===== config.mk =====
export PLATFORM = sky130hd
export DESIGN_NAME = spi_byte_engine_flat
export DESIGN_NICKNAME = d
export VERILOG_FILES = /design/src/rtl/spi_pkg.sv /design/src/rtl/spi_byte_engine_if.sv /design/src/rtl/spi_rx_fifo.sv /design/src/rtl/spi_byte_engine.sv /design/src/flat_wrapper.sv
export SDC_FILE = /design/constraint.sdc
export NUM_CORES = 1
export LEC_CHECK = 0
export ABC_AREA = 0
export CORE_MARGIN = 2
export CORE_UTILIZATION = 45
export CTS_BUF_LIST = sky130_fd_sc_hd__clkbuf_16
export CTS_CLUSTER_SIZE = 25
export DETAILED_ROUTE_END_ITERATION = 10
export GPL_ROUTABILITY_DRIVEN = 0
export PLACE_DENSITY = 0.75
export RECOVER_POWER = 100
export SKIP_CTS_REPAIR_TIMING = 1
export SLEW_MARGIN = 10
export SYNTH_ARGS = -nofsm -noshare
export SYNTH_HDL_FRONTEND = slang
export SYNTH_SLANG_ARGS = --single-unit

===== constraint.sdc =====
create_clock -name SClk -period 6.8 [get_ports SClk]
set_input_delay 1.36 -clock SClk [delete_from_list [all_inputs] [get_ports SClk]]
set_output_delay 1.36 -clock SClk [all_outputs]
set_load 0.02 [all_outputs]

===== src/rtl/spi_pkg.sv =====
// spi_pkg: shared types and constants for the SPI byte engine.
package spi_pkg;
    localparam int SPI_BYTE_BITS = 8;
    typedef enum logic [1:0] {IDLE, SHIFT, TAIL, POLL} spi_eng_state_t;
endpackage


===== src/rtl/spi_byte_engine_if.sv =====
// spi_byte_engine_if: client-side byte stream, RX FIFO and control signals of the SPI byte engine.
interface spi_byte_engine_if #(
    parameter int FIFO_DEPTH = 4
);
    logic [7:0]                    TxData;
    logic                          TxValid;
    logic                          TxLast;
    logic                          TxReady;
    logic [7:0]                    RxData;
    logic                          RxValid;
    logic                          RxPop;
    logic [$clog2(FIFO_DEPTH):0]   RxCount;
    logic                          RxOverflow;
    logic                          Abort;
    logic                          Busy;
    modport master (
        output TxData, TxValid, TxLast, RxPop, Abort,
        input  TxReady, RxData, RxValid, RxCount, RxOverflow, Busy
    );
    modport slave (
        input  TxData, TxValid, TxLast, RxPop, Abort,
        output TxReady, RxData, RxValid, RxCount, RxOverflow, Busy
    );
endinterface


===== src/rtl/spi_rx_fifo.sv =====
// spi_rx_fifo: synchronous byte FIFO with flush; pushes while full are dropped.
module spi_rx_fifo #(
    parameter int FIFO_DEPTH = 4
) (
    input  logic                        SClk,
    input  logic                        nReset,
    input  logic                        clear,
    input  logic                        push,
    input  logic                        pop,
    input  logic [7:0]                  din,
    output logic [7:0]                  dout,
    output logic [$clog2(FIFO_DEPTH):0] count,
    output logic                        full,
    output logic                        empty
);
    localparam int AW = $clog2(FIFO_DEPTH);
    localparam int CW = AW + 1;
    logic [7:0]    mem [FIFO_DEPTH];
    logic [AW-1:0] wp, rp;
    logic          do_push, do_pop;
    assign full    = count == CW'(FIFO_DEPTH);
    assign empty   = count == '0;
    assign do_push = push && !full && !clear;
    assign do_pop  = pop && !empty && !clear;
    assign dout    = empty ? 8'h00 : mem[rp];
    always_ff @(posedge SClk or negedge nReset) begin
        if (!nReset) begin
            wp    <= '0;
            rp    <= '0;
            count <= '0;
        end else if (clear) begin
            wp    <= '0;
            rp    <= '0;
            count <= '0;
        end else begin
            if (do_push) wp <= wp + 1'b1;
            if (do_pop) rp <= rp + 1'b1;
            count <= count + CW'(do_push) - CW'(do_pop);
        end
    end
    always_ff @(posedge SClk) begin
        if (do_push) mem[wp] <= din;
    end
endmodule


===== src/rtl/spi_byte_engine.sv =====
// spi_byte_engine: byte-stream SPI master front end feeding SPIMux, MISO captured into an RX FIFO.
// Defining SPI_READY_POLL_EN adds device ready-bit polling after each TxLast byte.
module spi_byte_engine
    import spi_pkg::*;
#(
    parameter int FIFO_DEPTH = 4
) (
    input  logic             SClk,
    input  logic             nReset,
    spi_byte_engine_if.slave bus,
    output logic             SPISel,
    output logic             SPIDo,
    output logic             SPIClkRunning,
    input  logic             SPIDi
);
    localparam logic [1:0] ST_IDLE  = IDLE;
    localparam logic [1:0] ST_SHIFT = SHIFT;
    localparam logic [1:0] ST_TAIL  = TAIL;
    localparam logic [1:0] ST_POLL  = POLL;
    localparam logic [2:0] TOP_BIT  = 3'(SPI_BYTE_BITS - 1);
    logic [1:0] state;
    logic [7:0] sh;
    logic [2:0] cnt, rx_cnt;
    logic [6:0] rx_sh;
    logic       last, samp, ovf, fifo_full, fifo_empty;
    logic       shifting, take, rx_push, poll_run;
`ifdef SPI_READY_POLL_EN
    logic psamp, pdone;
    assign poll_run = state == ST_POLL && !pdone;
`else
    assign poll_run = 1'b0;
`endif
    assign shifting       = state == ST_SHIFT;
    assign bus.TxReady    = nReset && (state == ST_IDLE || (shifting && cnt == '0 && !last));
    assign take           = bus.TxValid && bus.TxReady && !bus.Abort;
    // MISO lags the driven bit by one cycle, so a sample is taken on the cycle after each shift
    assign rx_push        = samp && rx_cnt == TOP_BIT;
    assign SPIDo          = shifting ? sh[7] : state == ST_POLL;
    assign SPIClkRunning  = shifting || poll_run;
    assign bus.Busy       = state != ST_IDLE;
    assign bus.RxValid    = !fifo_empty;
    assign bus.RxOverflow = ovf;
    spi_rx_fifo #(.FIFO_DEPTH(FIFO_DEPTH)) u_fifo (
        .SClk  (SClk),
        .nReset(nReset),
        .clear (bus.Abort),
        .push  (rx_push),
        .pop   (bus.RxPop),
        .din   ({rx_sh, SPIDi}),
        .dout  (bus.RxData),
        .count (bus.RxCount),
        .full  (fifo_full),
        .empty (fifo_empty)
    );
    always_ff @(posedge SClk or negedge nReset) begin
        if (!nReset) begin
            state  <= ST_IDLE;
            sh     <= '0;
            cnt    <= '0;
            last   <= 1'b0;
            SPISel <= 1'b0;
            samp   <= 1'b0;
            rx_sh  <= '0;
            rx_cnt <= '0;
            ovf    <= 1'b0;
`ifdef SPI_READY_POLL_EN
            psamp  <= 1'b0;
            pdone  <= 1'b0;
`endif
        end else if (bus.Abort) begin
            state  <= ST_IDLE;
            SPISel <= 1'b0;
            samp   <= 1'b0;
            rx_cnt <= '0;
            ovf    <= 1'b0;
`ifdef SPI_READY_POLL_EN
            psamp  <= 1'b0;
            pdone  <= 1'b0;
`endif
        end else begin
            samp <= shifting;
`ifdef SPI_READY_POLL_EN
            psamp <= poll_run;
`endif
            if (samp) begin
                rx_sh  <= {rx_sh[5:0], SPIDi};
                rx_cnt <= rx_cnt + 3'd1;
            end
            if (rx_push && fifo_full) ovf <= 1'b1;
            if (take) begin
                state  <= ST_SHIFT;
                sh     <= bus.TxData;
                cnt    <= TOP_BIT;
                last   <= bus.TxLast;
                SPISel <= 1'b1;
            end else if (shifting) begin
                sh  <= {sh[6:0], 1'b0};
                cnt <= cnt - 3'd1;
                if (cnt == '0) state <= ST_TAIL;
            end else if (state == ST_TAIL) begin
`ifdef SPI_READY_POLL_EN
                state <= last ? ST_POLL : ST_IDLE;
                pdone <= 1'b0;
`else
                state <= ST_IDLE;
                if (last) SPISel <= 1'b0;
`endif
            end
`ifdef SPI_READY_POLL_EN
            else if (state == ST_POLL) begin
                if (pdone) begin
                    state  <= ST_IDLE;
                    SPISel <= 1'b0;
                end else if (psamp && SPIDi) pdone <= 1'b1;
            end
`endif
        end
    end
endmodule


===== src/flat_wrapper.sv =====
// flat-port wrapper written by rule: the top's interface ports become plain ports
module spi_byte_engine_flat import spi_pkg::*;
#(
    parameter int FIFO_DEPTH = 4
)
  (SClk, nReset, SPISel, SPIDo, SPIClkRunning, SPIDi, bus_TxData, bus_TxValid, bus_TxLast, bus_RxPop, bus_Abort, bus_TxReady, bus_RxData, bus_RxValid, bus_RxCount, bus_RxOverflow, bus_Busy);
  spi_byte_engine_if #(.FIFO_DEPTH(FIFO_DEPTH)) bus_i ();
  input  logic SClk;
  input  logic nReset;
  output logic SPISel;
  output logic SPIDo;
  output logic SPIClkRunning;
  input  logic SPIDi;
  input wire logic [$bits(bus_i.TxData)-1:0] bus_TxData;
  input wire logic [$bits(bus_i.TxValid)-1:0] bus_TxValid;
  input wire logic [$bits(bus_i.TxLast)-1:0] bus_TxLast;
  input wire logic [$bits(bus_i.RxPop)-1:0] bus_RxPop;
  input wire logic [$bits(bus_i.Abort)-1:0] bus_Abort;
  output wire logic [$bits(bus_i.TxReady)-1:0] bus_TxReady;
  output wire logic [$bits(bus_i.RxData)-1:0] bus_RxData;
  output wire logic [$bits(bus_i.RxValid)-1:0] bus_RxValid;
  output wire logic [$bits(bus_i.RxCount)-1:0] bus_RxCount;
  output wire logic [$bits(bus_i.RxOverflow)-1:0] bus_RxOverflow;
  output wire logic [$bits(bus_i.Busy)-1:0] bus_Busy;
  assign bus_i.TxData = bus_TxData;
  assign bus_i.TxValid = bus_TxValid;
  assign bus_i.TxLast = bus_TxLast;
  assign bus_i.RxPop = bus_RxPop;
  assign bus_i.Abort = bus_Abort;
  assign bus_TxReady = bus_i.TxReady;
  assign bus_RxData = bus_i.RxData;
  assign bus_RxValid = bus_i.RxValid;
  assign bus_RxCount = bus_i.RxCount;
  assign bus_RxOverflow = bus_i.RxOverflow;
  assign bus_Busy = bus_i.Busy;
  spi_byte_engine #(.FIFO_DEPTH(FIFO_DEPTH)) u_core (.SClk(SClk), .nReset(nReset), .bus(bus_i), .SPISel(SPISel), .SPIDo(SPIDo), .SPIClkRunning(SPIClkRunning), .SPIDi(SPIDi));
endmodule

==> run metrics <==
vias after detailed routing=about 1700; WHS Path Cells=1; Die W=~85 um; Core ar.=roughly 6300 um^2; minimum clock period=around 4600 ps; max-cap violations=0; number of cell rows=29; final hold violations=0; start of the worst register-to-register path=u_core.rx_cnt[0]; Worst Setup End Kind=primary output; worst path cell trace=dlygate4sd3_1, buf_4, nor3b_1, dlygate4sd3_1; CTS Root Cell=clkbuf_16; clk sinks=66; FF/Latch Area=1812 um^2; Die Span Y=between 80 and 90 um; CP startpoint kind=input pin; worst slew pin tran=between 1000 and 1500 ps; DR iter-0 viols=90; GRT overflow=0; clock-pin slew on the worst setup and hold paths=50 ps; share of layout cells above drive strength 1=between 10% and 20%; worst-path fanout max=38; Final nets=268; CTS tree=done; RSZ-0062 raised after global routing=no; crit path DAT=~3200 ps; CP peak stage delay=between 600 and 700 ps; Crit. Startpoint=nReset; register area share after synthesis=between 60% and 70%; fin util=a little under three fifths; setup ws final=~2200 ps; post-route ant nets=0; power density cells=roughly 310 nW/um^2; initial core utilization=a little under half; post-route cell area=approximately 3600 um^2; area occupied by multi-input gates=between 1000 and 1500 um^2; Fill cells=between 500 and 600; flops & latches, synth=66; Synth async-reset ratio=between 50% and 60%; prevailing post-synth register cell=dfrtp_1; Syn Nets=231; f_max=roughly 220 MHz; Worst Hold Class=reg -> reg; DRT Pass-1 Iters=4; Worst IR Drop VDD=approximately 0.00021 V; Post-DP Area=~3300 um^2; Post-synth EDFFs=32; status=finished, final reports clean; leakage power=1.502 nW; final worst-path cycle share=67.10%; GR Util All Layers=between 10% and 20%; CTS HTree Levels=3; HP Start=u_core.sh[1]; number of global-route vias before repair=between 1500 and 2000; drt drc=0; via/cell ratio=roughly 5.3; post-synthesis cell count=a little over 200; Post-DP HPWL=around 3200 um; Layout Skew=between 6 and 7 ps; WP data required=roughly 5400 ps; antenna cells=0; critical path class=in -> out; dpl ws=2339 ps; Slew headroom=between 20% and 30%; first-pass GRT wire length=just over 8000 um; Final Setup Violations=0; clk_lat worst skew=~320 ps; IO Pins=33; Register-to-Register Path Depth=12; TritonCTS Buffers=9; Max clock buf depth=2; synth warn=0; die area=around 7000 um^2; Synth-to-Final Area Change=21.87%; slowest CP cell=dlygate4sd3_1; initial antenna violation count=0; Max Transition Viols Final=0; largest net degree at the start of global routing=39; Mean Syn Cell Area=about 14 um^2; synthesized cell area=2924 um^2; Top cell by count, worst path=dlygate4sd3_1; port buffer count=32; Sum Neg Setup Slack=0 ps; Unique masters post-synth=42; WL/cell=between 10 and 15 um; Routed WL=4838 um
==> Yosys cell counts, types with 2 or more instances <==
master,number,area share [%]
dfrtp_1,34,29
nor3b_1,3,0.77
nand3_1,2,0.34
and2_1,5,1.1
edfxtp_1,32,33
clkbuf_1,3,0.39
a21boi_0,7,1.8
inv_1,11,1.4
a21oi_1,6,1.0
mux2_2,8,3.1
mux2i_1,2,0.68
buf_6,2,0.77
mux4_2,8,6.2
a221o_1,7,2.4
o21ai_0,6,1.0
xor2_1,3,0.90
nand2_1,5,0.64
buf_2,2,0.34
ha_1,10,4.3
nor3_1,3,0.51
xnor2_1,3,0.90
nor2b_1,10,2.1
nor2_1,14,1.8
==> stage by stage <==
step           hold slack, ps  power (mW)  cells
2_1_floorplan           472.0      0.6501    205
3_3_place_gp            478.8      0.7250    308
3_5_place_dp            493.9      0.7310    308
4_1_cts                 500.0       1.132    324
5_1_grt                 519.4       1.162    324
6_report                495.5       1.109    324
==> per-layer routing <==
layer  track usage, %  up-vias  wire length, um
met1            18.77      839             2167
met4            7.359        0               72
met2            24.48       42             2404
met3            3.540        8              193
li1                 -      828                -
met5                0        -                0
==> registers in the layout, indices dropped and copies added, names as in the netlist <==
register               count
u_core.cnt                 3
u_core.u_fifo.count        3
u_core.samp                1
u_core.sh                  8
u_core.SPISel              1
u_core.bus.RxOverflow      1
u_core.u_fifo.rp           2
u_core.u_fifo.wp           2
u_core.state               2
u_core.u_fifo.mem         32
u_core.rx_cnt              3
u_core.rx_sh               7
u_core.last                1
==> layout by cell type (no fill, tap or decap), types with 2 or more instances in the layout <==
cell,Yosys,routed
dfrtp_1,34,34
edfxtp_1,32,32
dlygate4sd3_1,0,21
nor2_1,14,14
inv_1,11,13
clkdlybuf4s50_1,0,11
nor2b_1,10,10
ha_1,10,10
clkbuf_16,0,9
mux4_2,8,8
mux2_2,8,8
a21boi_0,7,7
a221o_1,7,7
o21ai_0,6,6
a21oi_1,6,6
nand2_1,5,5
nor3b_1,3,4
and2_0,0,4
nor3_1,3,3
xor2_1,3,3
xnor2_1,3,3
clkinv_2,0,3
nand3_1,2,2
mux2i_1,2,2
==> cell type report <==
cell class,instances,share of cell area [%]
clock buffers,9,6.320
flip-flops and latches,66,50.84
well taps,77,2.704
inverters,11,1.159
repair buffers,34,9.305
clock inverters,7,1.088
multi-input cells,120,28.58
==> critical path: cells and delay by family <==
kind	cells	cell delay [ps]
buffers and inverters	3	1610
AND/OR/NAND/NOR	1	220
==> kinds of logic (layout without fill, tap and decap cells) <==
| logic type | Yosys count | after routing | share of synthesized area (%) |
|---|---|---|---|
| XOR/XNOR | 6 | 6 | 1.798 |
| AO/OA/AOI/OAI | 35 | 35 | 8.730 |
| buffers and inverters | 19 | 61 | 3.038 |
| AND/OR/NAND/NOR | 50 | 50 | 9.585 |
| adder cells (fa/ha/maj) | 11 | 11 | 4.964 |
| flip-flops | 66 | 66 | 61.96 |
| multiplexers | 18 | 18 | 9.927 |
==> where the power goes <==
group,internal [mW],switching (mW)
registers,0.469,0.0526
logic,0.104,0.0867
clock network,0.242,0.154
total,0.815,0.294
==> final timing paths <==
kind	endpoint	slack (ps)
min reg2reg	u_core.sh[2]	500
max reg2reg	u_core.u_fifo.count[2]	4310
max in group asynchronous	u_core.rx_sh[4]	4940
max	bus_TxReady	2240
min	u_core.sh[2]	500
min in group asynchronous	u_core.sh[1]	1530
(Power assumes the default switching activity.)
